**config.mk**
```make
export PLATFORM = sky130hd
export DESIGN_NAME = reg_file_sb
export DESIGN_NICKNAME = d
export VERILOG_FILES = /design/src/rtl/reg_file_sb_pkg.sv /design/src/rtl/reg_scoreboard.sv /design/src/rtl/reg_file_sb.sv
export SDC_FILE = /design/constraint.sdc
export NUM_CORES = 1
export LEC_CHECK = 0
export BUFFER_PORTS_ARGS = -buffer_cell sky130_fd_sc_hd__buf_2
export CAP_MARGIN = 20
export CORE_MARGIN = 3
export CORE_UTILIZATION = 28
export DETAILED_ROUTE_END_ITERATION = 8
export PLACE_DENSITY = 0.52
export SLEW_MARGIN = 10
export SYNTH_ARGS = -nofsm -noshare
export SYNTH_HDL_FRONTEND = slang
export SYNTH_SLANG_ARGS = --single-unit
```
**constraint.sdc**
```tcl
create_clock -name clk -period 2.5 [get_ports clk]
set_input_delay 0.125 -clock clk [delete_from_list [all_inputs] [get_ports clk]]
set_output_delay 0.125 -clock clk [all_outputs]
set_load 0.005 [all_outputs]
```
**src/rtl/reg_file_sb_pkg.sv**
```systemverilog
// reg_file_sb_pkg: shared defaults for the scoreboarded register file
package reg_file_sb_pkg;
  localparam int WORD_LEN_DEF = 32;
  localparam int ADDR_LEN_DEF = 4;
  localparam int ZERO_REG     = 0;
endpackage

```
**src/rtl/reg_scoreboard.sv**
```systemverilog
// reg_scoreboard: per-register pending-write flags with issue/writeback/flush
module reg_scoreboard
  import reg_file_sb_pkg::*;
#(
  parameter int ADDR_LEN = ADDR_LEN_DEF,
  parameter int BYPASS   = 1
) (
  input  logic                clk,
  input  logic                rst,
  input  logic                issueEn,
  input  logic [ADDR_LEN-1:0] issueDest,
  input  logic                writeEn,
  input  logic [ADDR_LEN-1:0] dest,
  input  logic                flush,
  input  logic [ADDR_LEN-1:0] src1,
  input  logic [ADDR_LEN-1:0] src2,
  output logic                busy1,
  output logic                busy2,
  output logic                anyBusy
);
  localparam int DEPTH = 2**ADDR_LEN;
  localparam logic [ADDR_LEN-1:0] ZERO = ADDR_LEN'(ZERO_REG);
  logic [DEPTH-1:0] pending_q, pending_d;
  logic             wb1, wb2;
  // issue is applied after the writeback clear so a new producer wins
  always_comb begin
    pending_d = pending_q;
    if (writeEn) pending_d[dest] = 1'b0;
    if (issueEn) pending_d[issueDest] = 1'b1;
    if (flush) pending_d = '0;
    pending_d[ZERO] = 1'b0;
  end
  always_ff @(posedge clk or negedge rst) begin
    if (!rst) pending_q <= '0;
    else pending_q <= pending_d;
  end
  assign wb1     = (BYPASS != 0) && writeEn && dest == src1 && src1 != ZERO;
  assign wb2     = (BYPASS != 0) && writeEn && dest == src2 && src2 != ZERO;
  assign busy1   = pending_q[src1] & ~wb1;
  assign busy2   = pending_q[src2] & ~wb2;
  assign anyBusy = |pending_q;
endmodule

```
**src/rtl/reg_file_sb.sv**
```systemverilog
// reg_file_sb: two-read one-write register file with write bypass and scoreboard
module reg_file_sb
  import reg_file_sb_pkg::*;
#(
  parameter int WORD_LEN = WORD_LEN_DEF,
  parameter int ADDR_LEN = ADDR_LEN_DEF,
  parameter int BYPASS   = 1
) (
  input  logic                clk,
  input  logic                rst,
  input  logic [ADDR_LEN-1:0] src1,
  input  logic [ADDR_LEN-1:0] src2,
  output logic [WORD_LEN-1:0] reg1,
  output logic [WORD_LEN-1:0] reg2,
  output logic                busy1,
  output logic                busy2,
  input  logic                issueEn,
  input  logic [ADDR_LEN-1:0] issueDest,
  input  logic                writeEn,
  input  logic [ADDR_LEN-1:0] dest,
  input  logic [WORD_LEN-1:0] writeVal,
  input  logic                flush,
  output logic                anyBusy
);
  localparam int DEPTH = 2**ADDR_LEN;
  localparam logic [ADDR_LEN-1:0] ZERO = ADDR_LEN'(ZERO_REG);
  logic [WORD_LEN-1:0] regs_q [DEPTH];
  logic                fwd1, fwd2;
  always_ff @(posedge clk or negedge rst) begin
    if (!rst) for (int i = 0; i < DEPTH; i++) regs_q[i] <= '0;
    else if (writeEn && dest != ZERO) regs_q[dest] <= writeVal;
  end
  assign fwd1 = (BYPASS != 0) && writeEn && dest == src1 && src1 != ZERO;
  assign fwd2 = (BYPASS != 0) && writeEn && dest == src2 && src2 != ZERO;
  // forwarding is gated by reset so reads stay 0 while reset is held
  assign reg1 = !rst ? '0 : fwd1 ? writeVal : regs_q[src1];
  assign reg2 = !rst ? '0 : fwd2 ? writeVal : regs_q[src2];
  reg_scoreboard #(.ADDR_LEN(ADDR_LEN), .BYPASS(BYPASS)) u_sb (
    .clk(clk),
    .rst(rst),
    .issueEn(issueEn),
    .issueDest(issueDest),
    .writeEn(writeEn),
    .dest(dest),
    .flush(flush),
    .src1(src1),
    .src2(src2),
    .busy1(busy1),
    .busy2(busy2),
    .anyBusy(anyBusy)
  );
endmodule

```
==> flow_summary.yaml <==
synthesis:
  syn_inst: 1868
  syn_area_per_cell_sq_um: 15.0
  synthFlopType: "dfrtp_1"
  synth_nets: 1921
  synth-edff-count: 0
  syn_area_sq_um: 28000
  synth_seq_area_share_pct: 47.0
  ys_ff_latch: 527
  yosysUniqueCellTypes: 37
  async_flop_share_pct: 100
  synth_warnings: 0
route:
  avgRoutedWirePerCell_microns: 26.4
  ant_nets: 0
  drt_wl_total_microns: 86800
  num_vias: 17900
  drt_iter0_markers: 1233
  drcViolationCount: 0
  first_pass_iters: 7
  via_per_inst: 5.44
grt:
  grt_max_degree: 193
  met1_usage_pct: 21.7
  top_usage_layer: "met2"
  globalRouteMet2Util_pct: 28.1
  overflow: 0
  grt_util_met3_pct: 2.94
  grtUsageTotal_pct: 16.6
  grt_pass1_vias: 19300
  grt_pass1_wl_microns: 129000
  antenna_found_initial: 6
final_layout:
  nets: 2008
  fin_util_pct: 33.4
  syn2layout_area_growth_pct: 17.8
  layout-drive-gt1-share_pct: 53.8
  fin_cells: 3288
  fin_area_sq_um: 33000
sta:
  finClkSkew_ps: 0
  max_slew_margin_pct: 21.5
  finalSetupViolCount: 0
  holdWs_ps: 45.0
  timing.setup.tns_ps: 0
  fin_crit_sh_pct: 96.6
  rsz0062_at_grt: "false"
  max_clock_freq_mhz: 414
  fin_ws_ps: 85.2
  drv_slew: 0
  worst_slew_pin_slew_ps: 1180
  hold_viol_final: 0
  final.min_clock_period_ps: 2410
run_status:
  run_status: "finished clean"
critical_path:
  rrSetupSlack_ps: 1210
  crit_required_ps: 2380
  cp-startpoint: "u_sb.pending_q[8]"
  reg2reg_to: "u_sb.pending_q[14]"
  ff2ff_path_depth: 3
  cp_slowest_cell: "mux4_2"
  crit_path_cell_trace: "mux4_2 > mux4_2 > and2_4 > buf_2"
  critPathKind: "reg2out"
  worstPathMaxFanout: 4
  cp_common_cell: "mux4_2"
  start_kind: "register"
  r2r-start: "u_sb.pending_q[14]"
  end_kind: "primary output"
  critPathCapture: "busy2"
  critPathMaxStageDelay_ps: 470
  worstPathArrival_ps: 2290
floorplanning:
  num_io_pins: 120
  fp.coreArea_sq_um: 98900
  rows: 115
  die_area_sq_um: 104000
  initial_utilization_pct: 28.4
  fp.dieH_microns: 322
  die_width_microns: 322
hold_path:
  hold_path.class: "in2reg"
  min_from: "writeVal[15]"
place:
  place_congestion: 0.754
  dp_slack_ps: 281
  place_hpwl_microns: 52600
  place_inst: 3138
  portBuffers: 119
  post_dp_cell_area_sq_um: 30500
power:
  p_total_mw: 26.6
  p_leak_nw: 13.7
  power_density_nw_per_um2: 807
  vdd_drop_max_mv: 0.662
cts:
  htree_levels: 2
  cts_root_buf: "clkbuf_16"
  clkTransAtPathRegs_ps: 60
  cts_sinks: 527
  cts_tree: "done"
  cts_buffers: 59
  ctsLongestPathBuffers: 3
  clock_latency_ps: 610
flow_run:
  maxCapViolCount: 0
[cells in the mapped netlist (5+ instances only)]
cell	count	area [sq um]
dfrtp_1	527	13200
clkbuf_1	114	428
nand2b_1	5	31.3
a22o_1	64	561
buf_6	12	135
buf_1	17	63.8
o21ai_0	9	45.0
a21oi_1	10	50.1
nor3_1	5	25.0
mux2_2	479	5390
a22oi_1	131	983
nor2b_1	7	43.8
buf_2	71	355
buf_4	11	82.6
xor2_1	6	52.6
nor2_1	19	71.3
mux4_2	264	5950
nand2_1	77	289
[registers in the layout, summed over array words and instances, names as in the netlist]
register	flops
u_sb.pending_q	15
regs_q	512
[worst min path at each step]
| stage | end | slack (ps) | cells after the start |
|---|---|---|---|
| 6_report | regs_q[143] | 40 | 2 |
| 5_1_grt | regs_q[47] | 50 | 2 |
| 4_1_cts | regs_q[143] | 6 | 2 |
| 3_5_place_dp | regs_q[93] | -40 | 1 |
| 3_3_place_gp | regs_q[93] | -40 | 1 |
| 2_1_floorplan | regs_q[0] | -170 | 0 |
[where the power goes]
part	internal, mW	total, mW	leakage [nW]	switching (mW)
Combinational	3.54	5.72	6.14	2.18
Clock	5.65	9.25	1.02	3.60
Sequential	10.4	11.7	6.54	1.31
[layer usage]
metal	part of all wire, %	wire, microns
met1	42	36600
met2	49	42900
met3	5.3	4640
met4	3.0	2610
met5	0.0081	7
[final cells by class]
| type | instances | area [sq um] |
|---|---|---|
| clock inverter | 17 | 300 |
| fill | 9496 | 65800 |
| sequential | 527 | 13200 |
| tap | 1287 | 1610 |
| timing repair buffer | 252 | 2200 |
| antenna | 1 | 2.50 |
| inverter | 1 | 3.75 |
| multi-input combinational | 1114 | 13900 |
| clock buffer | 89 | 1760 |
[kinds of logic after synthesis]
| kind of cell | count (synthesis) | share of synthesized area (%) |
|---|---|---|
| AOI/OAI and AO/OA | 220 | 5.99 |
| xor gates and xnor gates | 6 | 0.187 |
| buffers and inverters | 227 | 3.83 |
| DFF | 527 | 47.0 |
| muxes | 748 | 40.6 |
| and+or+nand+nor | 140 | 2.32 |
[cells in the final DEF (no fill, tap or decap), types with 2 or more instances in the layout]
cell and n:
a21oi_1 10, a22o_1 64, a22oi_1 131, a31oi_4 2, a32oi_1 2, and2_2 2
and2_4 2, and3_1 2, and4_2 2, buf_12 37, buf_2 114, buf_4 54
buf_6 2, buf_8 3, bufinv_16 8, clkbuf_1 15, clkbuf_16 61, clkbuf_8 13
clkinv_2 8, dfrtp_1 527, dlygate4sd3_1 42, mux2_2 479, mux2i_1 4, mux4_2 264
nand2_1 77, nand2b_1 3, nand2b_2 2, nand3_1 4, nand3b_1 3, nor2_1 8
nor2_4 11, nor2b_1 2, nor2b_4 5, nor3_1 5, nor4_1 3, o21ai_0 9
o21ai_1 2, or2_2 2, or3_2 3, xor2_1 6
[critical path: cells and delay by family (launching register included)]
| kind | cells | cell delay [ps] |
|---|---|---|
| buffers and inverters | 1 | 120 |
| flip-flops | 1 | 430 |
| multiplexers | 2 | 930 |
| AND/OR/NAND/NOR | 1 | 180 |
[what timing repair did]
| item | in CTS | in global routing |
|---|---|---|
| resized for setup | 1 | 1 |
| endpoints found under the setup margin | 1 | 1 |
| hold buffers | 42 | 0 |
| buffers inserted | 0 | 1 |
| endpoints found under the hold margin | 880 | 0 |
Note: power is estimated with default switching activity, not from simulation.
